File: config.mk
export PLATFORM = sky130hd
export DESIGN_NAME = lcd_char_feeder
export DESIGN_NICKNAME = d
export VERILOG_FILES = /design/src/rtl/lcd_feeder_pkg.sv /design/src/rtl/lcd_char_fifo.sv /design/src/rtl/lcd_char_feeder.sv
export SDC_FILE = /design/constraint.sdc
export NUM_CORES = 1
export LEC_CHECK = 0
export BUFFER_PORTS_ARGS = -buffer_cell sky130_fd_sc_hd__clkbuf_2
export CORE_UTILIZATION = 40
export DETAILED_ROUTE_END_ITERATION = 8
export SETUP_SLACK_MARGIN = 0.15
export SYNTH_ARGS = -nofsm -noshare
export SYNTH_HDL_FRONTEND = slang
export SYNTH_SLANG_ARGS = --single-unit
export TNS_END_PERCENT = 50
File: constraint.sdc
create_clock -name clk -period 3.6 [get_ports clk]
set_clock_uncertainty 0.05 [all_clocks]
set_input_delay 0.18 -clock clk [delete_from_list [all_inputs] [get_ports clk]]
set_output_delay 0.18 -clock clk [all_outputs]
set_load 0.03 [all_outputs]
File: src/rtl/lcd_feeder_pkg.sv
// Shared types and constants for the LCD character feeder.
// Row base addresses are derived from ROW_STRIDE; rows are 0 or 1.
package lcd_feeder_pkg;

    typedef enum logic [2:0] {
        BOOT,
        IDLE,
        ISSUE,
        WAIT_ACK,
        WAIT_DONE
    } state_t;

    localparam logic [7:0] CMD_CLEAR  = 8'h01;
    localparam logic [7:0] CMD_DDRAM  = 8'h80;
    localparam logic [7:0] ROW_STRIDE = 8'h40;
    localparam logic [7:0] CH_NL      = 8'h0A;
    localparam logic [7:0] CH_FF      = 8'h0C;

    function automatic logic [7:0] row_base(input logic row);
        return row ? ROW_STRIDE : 8'h00;
    endfunction

endpackage

File: src/rtl/lcd_char_fifo.sv
// Synchronous first-word-fall-through FIFO for the character stream.
// A push into a full FIFO is taken only when a pop frees the slot in the same cycle.
module lcd_char_fifo #(
    parameter int DEPTH = 8,
    parameter int WIDTH = 8,
    localparam int AW   = $clog2(DEPTH)
) (
    input  logic             clk,
    input  logic             rst_n,
    input  logic             push,
    input  logic [WIDTH-1:0] din,
    input  logic             pop,
    output logic [WIDTH-1:0] dout,
    output logic             full,
    output logic             empty,
    output logic [AW:0]      count
);

    logic [WIDTH-1:0] mem [DEPTH];
    logic [AW-1:0]    wr_ptr;
    logic [AW-1:0]    rd_ptr;
    logic             do_push;
    logic             do_pop;

    assign full    = (count == (AW+1)'(DEPTH));
    assign empty   = (count == '0);
    assign do_pop  = pop && !empty;
    assign do_push = push && (!full || do_pop);
    assign dout    = mem[rd_ptr];

    always_ff @(posedge clk) begin
        if (do_push) begin
            mem[wr_ptr] <= din;
        end
    end

    always_ff @(posedge clk or negedge rst_n) begin
        if (!rst_n) begin
            wr_ptr <= '0;
            rd_ptr <= '0;
            count  <= '0;
        end else begin
            if (do_push) begin
                wr_ptr <= wr_ptr + 1'b1;
            end
            if (do_pop) begin
                rd_ptr <= rd_ptr + 1'b1;
            end
            if (do_push && !do_pop) begin
                count <= count + 1'b1;
            end else if (do_pop && !do_push) begin
                count <= count - 1'b1;
            end
        end
    end

endmodule

File: src/rtl/lcd_char_feeder.sv
// Character-stream front end for an HD44780-style controller: FIFO, cursor
// tracking, character decode and busy-paced single-cycle transaction strobes.
//
// state     | meaning
// BOOT      | waiting for controller init (busy 1->0, or BOOT_IDLE quiet cycles)
// IDLE      | issue pending address, else pop and decode one character
// ISSUE     | lcd_enable high for one cycle, lcd_bus stable
// WAIT_ACK  | waiting up to ACK_TIMEOUT cycles for lcd_busy to rise
// WAIT_DONE | waiting for lcd_busy to fall
module lcd_char_feeder
    import lcd_feeder_pkg::*;
#(
    parameter int FIFO_DEPTH  = 8,
    parameter int COLS        = 16,
    parameter int ROWS        = 2,
    parameter int ACK_TIMEOUT = 4,
    parameter int BOOT_IDLE   = 16
) (
    input  logic       clk,
    input  logic       rst_n,
    input  logic [7:0] char_data,
    input  logic       char_valid,
    output logic       char_ready,
    input  logic       lcd_busy,
    output logic       lcd_enable,
    output logic [9:0] lcd_bus,
    output logic       cursor_row,
    output logic [3:0] cursor_col,
    output logic       idle,
    output logic       ack_err
);

    localparam int TMAX = (BOOT_IDLE > ACK_TIMEOUT) ? BOOT_IDLE : ACK_TIMEOUT;
    localparam int TW   = $clog2(TMAX + 1);
    localparam int AW   = $clog2(FIFO_DEPTH);
    localparam logic [3:0] COL_LAST = 4'(COLS - 1);

    state_t        state;
    logic [TW-1:0] tmr;
    logic          busy_seen;
    logic          pend_addr;
    logic          push;
    logic          pop;
    logic [7:0]    fifo_dout;
    logic          fifo_full;
    logic          fifo_empty;
    logic [AW:0]   fifo_count;

    function automatic logic next_row(input logic r);
        return (ROWS == 2) ? ~r : 1'b0;
    endfunction

    assign char_ready = !fifo_full;
    assign push       = char_valid && char_ready;
    assign pop        = (state == IDLE) && !pend_addr && !fifo_empty;

    lcd_char_fifo #(
        .DEPTH (FIFO_DEPTH),
        .WIDTH (8)
    ) u_fifo (
        .clk   (clk),
        .rst_n (rst_n),
        .push  (push),
        .din   (char_data),
        .pop   (pop),
        .dout  (fifo_dout),
        .full  (fifo_full),
        .empty (fifo_empty),
        .count (fifo_count)
    );

    always_ff @(posedge clk or negedge rst_n) begin
        if (!rst_n) begin
            state      <= BOOT;
            tmr        <= TW'(BOOT_IDLE - 1);
            busy_seen  <= 1'b0;
            pend_addr  <= 1'b0;
            lcd_enable <= 1'b0;
            lcd_bus    <= '0;
            cursor_row <= 1'b0;
            cursor_col <= '0;
            idle       <= 1'b0;
            ack_err    <= 1'b0;
        end else begin
            idle <= (state == IDLE) && (fifo_count == '0);
            case (state)
                BOOT: begin
                    if (lcd_busy) begin
                        busy_seen <= 1'b1;
                        tmr       <= TW'(BOOT_IDLE - 1);
                    end else if (busy_seen || tmr == '0) begin
                        state <= IDLE;
                    end else begin
                        tmr <= tmr - 1'b1;
                    end
                end
                IDLE: begin
                    if (pend_addr) begin
                        pend_addr  <= 1'b0;
                        lcd_bus    <= {2'b00, CMD_DDRAM | row_base(cursor_row)};
                        lcd_enable <= 1'b1;
                        state      <= ISSUE;
                    end else if (!fifo_empty) begin
                        if (fifo_dout == CH_FF) begin
                            lcd_bus    <= {2'b00, CMD_CLEAR};
                            cursor_row <= 1'b0;
                            cursor_col <= '0;
                            lcd_enable <= 1'b1;
                            state      <= ISSUE;
                        end else if (fifo_dout == CH_NL) begin
                            lcd_bus    <= {2'b00, CMD_DDRAM | row_base(next_row(cursor_row))};
                            cursor_row <= next_row(cursor_row);
                            cursor_col <= '0;
                            lcd_enable <= 1'b1;
                            state      <= ISSUE;
                        end else if (fifo_dout >= 8'h20 && fifo_dout <= 8'h7E) begin
                            lcd_bus    <= {2'b10, fifo_dout};
                            lcd_enable <= 1'b1;
                            state      <= ISSUE;
                            // Wrapping defers the address command to the next IDLE visit.
                            if (cursor_col == COL_LAST) begin
                                cursor_col <= '0;
                                cursor_row <= next_row(cursor_row);
                                pend_addr  <= 1'b1;
                            end else begin
                                cursor_col <= cursor_col + 4'd1;
                            end
                        end
                    end
                end
                ISSUE: begin
                    lcd_enable <= 1'b0;
                    tmr        <= TW'(ACK_TIMEOUT - 1);
                    state      <= WAIT_ACK;
                end
                WAIT_ACK: begin
                    if (lcd_busy) begin
                        state <= WAIT_DONE;
                    end else if (tmr == '0) begin
                        ack_err <= 1'b1;
                        lcd_bus <= '0;
                        state   <= IDLE;
                    end else begin
                        tmr <= tmr - 1'b1;
                    end
                end
                WAIT_DONE: begin
                    if (!lcd_busy) begin
                        lcd_bus <= '0;
                        state   <= IDLE;
                    end
                end
                default: state <= BOOT;
            endcase
        end
    end

endmodule

==> summary.md, run 1 <==
| Metric | Value |
|---|---|
| Final wirelength | roughly 8300 um |
| Fin. Hold Viols | 0 |
| Final Cycle Share | 88.23% |
| Tot GR Track Use | 15.77% |
| GRT met3 Usage | between 4 and 5% |
| Slew Limit Fails | 0 |
| # diodes | 0 |
| PortBufs | 29 |
| Int Power | 3024 uW |
| Most frequent cells in the layout | edfxtp_1 (64), dfrtp_1 (32), clkbuf_2 (29) |
| Die Ht | about 110 um |
| Setup TNS Final | 0 ns |
| Status | complete, no violations |
| Vias in the first global route | ~2,700 |
| Antenna violations before repair | 0 |
| Proportion of synthesized area in mux cells | between 10% and 20% |
| CTS tree | done |
| Crit-path slowest cell | or4_1 |
| XOR/XNOR Fraction of Synth Area | under 10% |
| Adder-cell share of the synthesized area | between 2 and 2.5% |
| Die ar. | between 0.01 and 0.015 sq mm |
| Post-synth top flop | edfxtp_1 |
| Gpl congestion | slightly below 0.8 |
| GRT overflow | 0 |
| Hpwl dp | 5798 um |
| FFs w/ async S/R, synth | between 30% and 40% |
| Worst path arrival time | ~3.4 ns |
| Post-synthesis compound-gate area fraction | approximately 7% |
| Worst min path class | input port to flop |
| Leakage | 0.001957 uW |
| Max incr delay on CP | approximately 0.56 ns |
| Number of synthesized flops with an enable pin | between 60 and 70 |
| WL/cell | approximately 17 um |
| # rows | 38 |
| Sw frac | 37.28% |
| Comb pwr share | a little over two fifths |
| Vias per inst | around 5.3 |
| Fmax | 314.8 MHz |
| Worst-path cell chain | buf_4 -> mux4_2 -> mux2i_1 -> nand4b_2 -> or4_1 -> o211a_1 -> mux2_4 |
| H-tree depth | 3 |
| Relative slew margins | about two fifths |
| Worst flop-to-flop path startpoint | u_fifo.rd_ptr[0] |
| Min-delay src | char_data[0] |
| Clock Power Share | between 20% and 30% |
| Synthesized flop and latch total | between 100 and 150 |
| Layout cell share with drive strength beyond 1 | a little over a quarter |
| Unrepaired setup endpoints after global routing | false |
| Clock Path Buffers | 2 |
| CP required | between 3 and 4 ns |
| GR peak layer | met2 |
| Critical path class | flop to flop |
| Final Non-Filler Cells | between 400 and 500 |
| Register area share after synthesis | a little over three fifths |
| Cell variety after synth | 63 |
| Top post-synthesis cells by area | edfxtp_1 (42%), dfrtp_1 (18%), mux4_2 (7.9%) |
| 1st-pass router iterations | 4 |
| DR vias | ~2,600 |
| Worst setup SP type | flop |
| ANT nets after route | 0 |
| Largest family of logic cells by synthesized area | multiplexers |
| Clk_lat worst skew | around 0.34 ns |
| Share of the synthesized area in the top cell type | a little over two fifths |
| Ports | 31 |
| P&R area growth vs syn | 13.46% |
| First DRT Iteration DRCs | ~220 |
| Simple-gate area share of the yosys netlist | 9.400% |
| PD cells | approximately 930 mW/mm^2 |
| Core region area | about 0.011 sq mm |
| # nets final | approximately 370 |
| Crit. End Element | flop |
| Worst vdd ir | approximately 0.00045 V |
| Cell area after synthesis | roughly 0.0046 sq mm |
| Cells after Synth | 313 |
| Cells after DPL | 476 |
| Largest fanout on the critical path | 10 |
| Global routing usage on met1 | between 20% and 30% |
| Die width | 108.8 um |
| DP Worst Slack | around 0.25 ns |
| First-pass GRT wire length | about 14,000 um |
| R2R Setup Slk | about 0.42 ns |
| Mapped Avg Cell Area | approximately 15 sq um |
| Register share of total power | 37.4% |
| Minimum clock period | around 3.2 ns |
| Starting Density | between 40% and 50% |
| Commonest non-fill, non-tap cell in the layout | edfxtp_1 |
| Grt met2 use | 25.54% |
| Sw Pwr | around 1800 uW |
| Ys Warns | 0 |
| Worst Setup SP | u_fifo.rd_ptr[0] |
| Number of CTS-inserted buffers | 9 |
| MaxCap Viol Count | 0 |
| Crit-path leading delay family | multiplexers |
| Yosys top cell by area | edfxtp_1 |
| Clock Pin Slew Worst Setup and Hold Paths | 0.07 ns |
| Syn_nets | about 330 |
| Worst slew pin tran | between 0.9 and 1 ns |
| Root Driver | clkbuf_16 |
| Residual DRC count | 0 |
| Largest net degree at the start of global routing | 38 |
| # setup viols final | 0 |
| PnR worst setup slack | approximately 0.42 ns |
| Buf/Inv on CP | 1 |
| Num Clock Sinks | 101 |
-- cell usage after synthesis, types with 2 or more instances --
master / count
mux4_2: 16
nor2b_1: 3
a31oi_1: 3
buf_2: 3
ha_1: 7
mux2_1: 2
buf_6: 2
nor2_1: 17
nand2_1: 19
nor4b_1: 2
o21bai_1: 3
mux2_4: 7
nor4_1: 3
inv_1: 10
o21ai_0: 8
or2_0: 2
nor3_1: 13
a22oi_1: 2
dfrtp_1: 33
xnor2_1: 8
edfxtp_1: 64
or4_1: 2
and2_1: 2
or3_1: 4
mux2i_1: 6
o31ai_1: 2
buf_4: 2
o21a_1: 2
clkbuf_1: 6
o22a_1: 2
a21oi_1: 9
a21o_1: 3
o21ai_1: 3
nand2b_1: 8
mux2_2: 4
dfstp_2: 4
-- kinds of logic (layout without fill, tap and decap cells) --
| logic type | after synthesis | in the layout |
|---|---|---|
| xor gates and xnor gates | 9 | 9 |
| buffers and inverters | 26 | 66 |
| other | 1 | 1 |
| AOI/OAI and AO/OA | 49 | 49 |
| muxes | 37 | 37 |
| DFF | 101 | 101 |
| adders and majority gates | 8 | 8 |
| and+or+nand+nor | 82 | 82 |
-- power groups by stage --
stage	sequential (uW)	clock, uW	combinational (uW)
2_1_floorplan	1880	0	1560
3_3_place_gp	1820	0	2020
3_5_place_dp	1830	0	2060
4_1_cts	1800	999	2060
5_1_grt	1860	1050	2250
6_report	1800	981	2040
-- metal layers --
metal / routed length (um) / vias up / part of all wire [%]
li1: - / 1261 / -
met1: 3946 / 1293 / 47
met2: 4073 / 46 / 49
met3: 227 / 6 / 2.7
met4: 91 / 0 / 1.1
met5: 0 / - / 0
-- registers in the layout (all words and copies together), names as in the netlist --
signal and count:
u_fifo.mem 64, lcd_bus 9, tmr 5, cursor_col 4, u_fifo.count 4, state 3
u_fifo.rd_ptr 3, u_fifo.wr_ptr 3, ack_err 1, busy_seen 1, cursor_row 1, idle 1
lcd_enable 1, pend_addr 1
-- area by class of cell --
type	count	area, sq um
repair buffers	39	222.7
inverters	11	41.29
multi-input cells	186	1583
flip-flops and latches	101	2854
well taps	140	175.2
fillers	926	5803
clock inverters	7	78.83
clock buffers	9	225.2
-- final timing paths --
check | to | depth (start not counted)
hold / removal | u_fifo.mem[3][0] | 1
max in group asynchronous | u_fifo.rd_ptr[0] | 2
hold reg to reg | ack_err | 1
min in group asynchronous | lcd_bus[0] | 2
setup reg to reg | lcd_bus[3] | 7
setup / recovery | lcd_bus[3] | 7
-- repair_timing --
item                                    CTS  global route
hold endpoints to repair                 33             0
endpoints found under the setup margin    0            10
buffers inserted                          0             0
resized for setup                         0             1
hold buffers                              1             0
-- metrics by stage --
stage	power (uW)	hold WS [ns]	utilization [%]	area, sq um
finish	4820	0.07667	47.16	5180
global route	5153	0.06911	47.16	5180
CTS	4865	0.07229	47.15	5179
detailed placement	3881	0.3159	44.29	4865
global placement	3832	0.3059	44.29	4865
floorplan	3438	-0.1656	-	4566
No activity file was read; power rests on OpenSTA's default activity.
==> inputs of run 2 (changes only) <==
ABC_AREA = 1   (was default)
==> run 2 against run 1 <==
Against the previous run:
- first-iteration DRC count grew 34%
- flip-flop and latch count did not move
- wire length increased by 22%
- largest cell class unchanged
- fmax increased by 14%
- clock power down 11%
- total power up 3.1%
- clock-buffer cell count is 2 higher
- highest routed layer unchanged
- design area rose by 7.8%
- core utilization down 1.3 points
- sequential share of layout area decreased by 4.0 points
- global-route usage grew 1.0 points
- register-to-register slack gained 0.39 ns
- largest power group unchanged
==> summary.md, run 2 <==
| Metric | Value |
|---|---|
| Status | complete, no violations |
| Layout cell share with drive strength beyond 1 | between 10% and 20% |
| Num Clock Sinks | 101 |
| WL/cell | 13.28 um |
| Most numerous cell in the Yosys netlist | nand2_1 |
| Worst vdd ir | about 0.0003 V |
| PD cells | 890.5 mW/mm^2 |
| P&R area growth vs syn | 10.86% |
| Worst slew pin tran | roughly 1.0 ns |
| Vias per inst | about 4.8 |
| Hpwl dp | 6927 um |
| Leakage | roughly 0.0027 uW |
| Core region area | between 0.01 and 0.015 sq mm |
| Yosys top cell by area | edfxtp_1 |
| Worst Hold End | busy_seen |
| Crit. End Element | flop |
| Setup TNS Final | 0 ns |
| Register area share after synthesis | 56.65% |
| Tot Pwr | about 5000 uW |
| Final wirelength | just over 10,000 um |
| Die ar. | between 0.01 and 0.015 sq mm |
| Cell area after synthesis | between 0.005 and 0.006 sq mm |
| Worst setup SP type | flop |
| First-pass GRT wire length | ~16,000 um |
| Die width | roughly 110 um |
| Root Driver | clkbuf_16 |
| Critical path class | flop to flop |
| 1st-pass router iterations | 4 |
| Antenna violations before repair | 0 |
| Fin. Hold Viols | 0 |
| CP required | about 3.8 ns |
| Syn_nets | about 580 |
| PortBufs | 29 |
| R2R depth | 14 |
| Commonest non-fill, non-tap cell in the layout | nand2_1 |
| Starting Density | between 40% and 50% |
| Clock Path Buffers | 2 |
| GRT overflow | 0 |
| FF-to-FF End | u_fifo.count[3] |
| # nets final | 611 |
| FFs w/ async S/R, synth | around 37% |
| # diodes | 0 |
| Fmax | between 300 and 400 MHz |
| Mapped Avg Cell Area | 9.009 sq um |
| Largest net degree at the start of global routing | 38 |
| Setup Fix Bufs, Post-CTS | 0 |
| Min-delay src | lcd_busy |
| R2R Setup Slk | between 0.8 and 0.9 ns |
| Top post-synthesis cells by area | edfxtp_1 (38%), dfrtp_1 (16%), nand2_1 (14%) |
| Synthesized flop and latch total | 101 |
| Ports | 31 |
| Largest fanout on the critical path | 6 |
| H-tree depth | 3 |
| Minimum clock period | approximately 2.8 ns |
| MaxCap Viol Count | 0 |
| Hold-fix buffers at CTS | 1 |
| ANT nets after route | 0 |
| # setup viols final | 0 |
| Post-synth top flop | edfxtp_1 |
| Number of synthesized flops with an enable pin | 64 |
| Max reg flops | 64 |
| Worst path arrival time | just under 3 ns |
| Cells after Synth | around 560 |
| Ys Warns | 0 |
| CTS resizes | 0 |
| Vias in the first global route | about 3,300 |
| Cell variety after synth | 39 |
| Most frequent cells in the layout | nand2_1 (184), inv_1 (84), edfxtp_1 (64) |
| # rows | 40 |
| Top cells by count, synth | nand2_1 (184), inv_1 (84), edfxtp_1 (64), nand3_1 (54), nor2_1 (35) |
| Share of the synthesized area in the top cell type | roughly two fifths |
| Unrepaired setup endpoints after global routing | false |
| Clock Pin Slew Worst Setup and Hold Paths | approximately 0.060 ns |
| Clk_lat worst skew | between 0.3 and 0.4 ns |
| Residual DRC count | 0 |
| Top Registers | u_fifo.mem x64, lcd_bus x9, tmr x5 |
| Number of CTS-inserted buffers | 9 |
| Relative slew margins | 31.45% |
| Tot GR Track Use | about 17% |
| First DRT Iteration DRCs | 293 |
| Worst flop-to-flop path startpoint | state[0] |
| Reg with most FFs | u_fifo.mem |
| Final Cycle Share | 77.46% |
| Die Ht | ~110 um |
| Hold path cells | 3 |
| Slew Limit Fails | 0 |
| DR vias | approximately 3,600 |
| Gpl congestion | approximately 0.84 |
| Worst min path class | input port to flop |
| CTS tree | done |
## run 2: metal layers
layer	global-route usage [%]	wire [um]
met3	3.812	453
met5	0	0
met4	7.965	243
met1	21.16	4613
met2	27.39	4821
## run 2: how the worst max path moves through the flow
| stage | start | to | cells past startpoint |
|---|---|---|---|
| floorplan | state[1] | u_fifo.count[3] | 13 |
| global placement | state[1] | u_fifo.count[3] | 13 |
| detailed placement | state[1] | u_fifo.count[3] | 13 |
| CTS | state[0] | u_fifo.count[3] | 14 |
| global route | state[0] | u_fifo.count[3] | 14 |
| finish | state[0] | u_fifo.count[3] | 14 |
## run 2: layout make-up
type	count	area (sq um)
fillers	1186	6579
flip-flops and latches	101	2853
multi-input cells	356	1737
inverters	89	339.1
clock buffers	11	232.7
well taps	168	210.2
repair buffers	34	185.2
clock inverters	4	26.28
## run 2: report_power, final
group	leakage [uW]	switching, uW	internal, uW
combinational	0.00151	1550	747
clock	0.000123	405	463
sequential	0.00103	243	1560
## run 2: critical path, cell delays in order, from the launching register on
cell and delay [ns]:
dfrtp_1 0.44, inv_2 0.08, nor3_4 0.24, inv_2 0.10
nor2_2 0.27, nand2_1 0.21, ha_1 0.27, inv_1 0.11
ha_1 0.24, a21o_1 0.17, a21oi_1 0.15, nor2_1 0.06
nor2_1 0.08, nand2_1 0.06, xor2_1 0.13
## run 2: logic make-up (layout without fill, tap and decap cells)
group / Yosys count / after routing / share of synthesized area, %
other: 1 / 1 / 0.07446
adder cells (fa/ha/maj): 8 / 8 / 2.137
AND/OR/NAND/NOR: 303 / 303 / 26.51
buffers and inverters: 102 / 138 / 8.869
multiplexers: 1 / 1 / 0.2236
flip-flops: 101 / 101 / 56.65
AO/OA/AOI/OAI: 35 / 35 / 4.149
XOR/XNOR: 8 / 8 / 1.391
## run 2: metrics by stage
step / cells / util (%) / hold slack, ns / worst slack [ns] / cell area, sq um
after floorplan: 559 / - / -0.1656 / 1.077 / 5036
after global placement: 747 / 43.69 / 0.3009 / 0.9002 / 5314
after detailed placement: 747 / 43.69 / 0.3069 / 0.8211 / 5314
after CTS: 763 / 45.91 / 0.02641 / 0.8039 / 5583
after global routing: 763 / 45.91 / 0.06044 / 0.5250 / 5583
final: 763 / 45.91 / 0.03482 / 0.8116 / 5583
==> inputs of run 3 (changes only) <==
clock period = 2.3 ns   (was 3.6 ns; I/O delays follow)
==> run 3 against run 2 <==
Against the previous run:
- setup slack worse by 0.75 ns
- hold slack worse by 0.031 ns
- first-iteration DRC count is 14% higher
- clock-buffer cell count stayed put
- clock power is 73% higher
- fmax is 25% higher
- design area is 14% higher
- sequential share of layout area is 6.2 points lower
- final cell count is 5.8% higher
- core utilization is 6.4 points higher
- flip-flop and latch count stayed put
- critical path type unchanged
- highest routed layer unchanged
==> summary.md, run 3 (synthesis results as in run 2) <==
| Metric | Value |
|---|---|
| Tot Pwr | between 9000 and 10,000 uW |
| GRT overflow | 0 |
| Commonest non-fill, non-tap cell in the layout | nand2_1 |
| Number of CTS-inserted buffers | 9 |
| Layout cell share with drive strength beyond 1 | a little over a quarter |
| Fin. Hold Viols | 0 |
| Vias in the first global route | between 3,000 and 4,000 |
| Fill count | 1,110 |
| Largest fanout on the critical path | 6 |
| P&R area growth vs syn | 26.26% |
| Die width | 114.2 um |
| Crit. End Element | flop |
| # diodes | 0 |
| WL/cell | approximately 14 um |
| Final Cycle Share | between 90% and 100% |
| PortBufs | 29 |
| Worst path arrival time | 2.43 ns |
| Most frequent cells in the layout | nand2_1 (151), inv_1 (82), edfxtp_1 (64) |
| Core region area | 0.01216 sq mm |
| Top Registers | u_fifo.mem x64, lcd_bus x9, tmr x5 |
| Tot GR Track Use | between 10% and 20% |
| Root Driver | clkbuf_16 |
| DR vias | 3,875 |
| # setup viols final | 0 |
| Clk_lat worst skew | ~0.35 ns |
| Fmax | ~450 MHz |
| Num Clock Sinks | 101 |
| Footprint of the multi-input gates | a little over 0.002 sq mm |
| ANT nets after route | 0 |
| Starting Density | 41.41% |
| Minimum clock period | around 2.2 ns |
| Clock Pin Slew Worst Setup and Hold Paths | about 0.07 ns |
| First DRT Iteration DRCs | approximately 340 |
| Hpwl dp | about 7300 um |
| CTS tree | done |
| Critical path class | flop to flop |
| Slew Limit Fails | 0 |
| Leakage | around 0.0030 uW |
| 1st-pass router iterations | 4 |
| Worst vdd ir | a little over 0.0006 V |
| Max reg flops | 64 |
| Setup TNS Final | 0 ns |
| H-tree depth | 3 |
| Vias per inst | ~4.8 |
| Worst slew pin tran | 0.9295 ns |
| Status | complete, no violations |
| Die Ht | approximately 110 um |
| Die ar. | 0.01304 sq mm |
| Antenna violations before repair | 0 |
| Worst setup SP type | flop |
| # nets final | about 650 |
| MaxCap Viol Count | 0 |
| Largest net degree at the start of global routing | 38 |
| Relative slew margins | between 30% and 40% |
| Unrepaired setup endpoints after global routing | true |
| Residual DRC count | 0 |
| First-pass GRT wire length | between 15,000 and 20,000 um |
| Seq. cell area | roughly 0.0029 sq mm |
| CP required | 2.49 ns |
| Final wirelength | 11,680 um |
| Gpl congestion | between 0.8 and 0.9 |
| Worst min path class | input port to flop |
| Ports | 31 |
| # rows | 40 |
| Reg with most FFs | u_fifo.mem |
| Clock Path Buffers | 2 |
| PD cells | approximately 1500 mW/mm^2 |
-- run 3: changes by cell type in the layout (fill, tap and decap cells not counted), moves of 6 or more --
cell and delta:
nand2_4 +6, nand3_2 +14, nand2_2 +27, nand2_1 -33
buf_4 +27, nand3_1 -14
-- run 3: critical path, cell delays in order (launching register included) --
cell     delay [ns]
dfrtp_4        0.51
buf_12         0.16
buf_8          0.13
nand2_1        0.07
nand2_1        0.07
nand2_1        0.07
nand3_2        0.07
nand2_2        0.13
nand2_4        0.07
nor2_4         0.22
o21ai_4        0.14
nand3_4        0.16
nand3_4        0.13
nand2_2        0.10
nand2_1        0.05
-- run 3: per-layer routing --
metal,routed length [um],global-route usage (%)
met5,0,0
met4,259,6.494
met3,430,4.129
met2,5667,28.93
met1,5325,22.86
-- run 3: area by class of cell --
cell class | instances | area share, %
timing repair buffer | 73 | 9.288
clock buffer | 11 | 3.660
clock inverter | 5 | 0.9445
inverter | 89 | 5.569
tap | 168 | 3.306
timing repair inverter | 2 | 0.3935
sequential | 101 | 44.92
multi-input combinational | 358 | 31.92
-- run 3: report_power, final --
group / switching [uW] / internal (uW) / total, uW
Clock: 654 / 849 / 1500
Combinational: 3200 / 2000 / 5190
Sequential: 279 / 2450 / 2730
-- run 3: worst paths after layout --
| kind | startpoint | endpoint | slack [ns] | cells after the start |
|---|---|---|---|---|
| worst max-delay path | u_fifo.rd_ptr[0] | lcd_bus[6] | 0.06 | 14 |
| worst min-delay path | char_data[3] | u_fifo.mem[3][3] | 0.003 | 1 |
| worst max register to register | u_fifo.rd_ptr[0] | lcd_bus[6] | 0.06 | 14 |
| worst min register to register | busy_seen | busy_seen | 0.40 | 2 |
| max in group asynchronous | rst_n | u_fifo.rd_ptr[0] | 1.12 | 2 |
| min in group asynchronous | rst_n | state[0] | 0.40 | 2 |
-- run 3: metrics by stage --
step | std cells | hold WS, ns | cell area (sq um) | utilization [%] | setup WS, ns
floorplan | 559 | -0.2306 | 5085 | - | -0.03397
global placement | 762 | 0.2461 | 5475 | 45.02 | 0.1232
detailed placement | 762 | 0.2506 | 5475 | 45.02 | 0.05839
CTS | 785 | 0.003044 | 5842 | 48.04 | 0.1137
global route | 807 | 0.01144 | 6359 | 52.28 | -0.04826
finish | 807 | 0.003417 | 6359 | 52.28 | 0.06368
-- run 3: timing repair --
item | 4_1_cts | 5_1_grt
setup buffers | 3 | 14
cloned | 0 | 8
setup endpoints to repair | 26 | 45
pin swaps | 1 | 22
endpoints found under the hold margin | 50 | 0
gates resized for setup | 4 | 80
hold buffers | 4 | 0
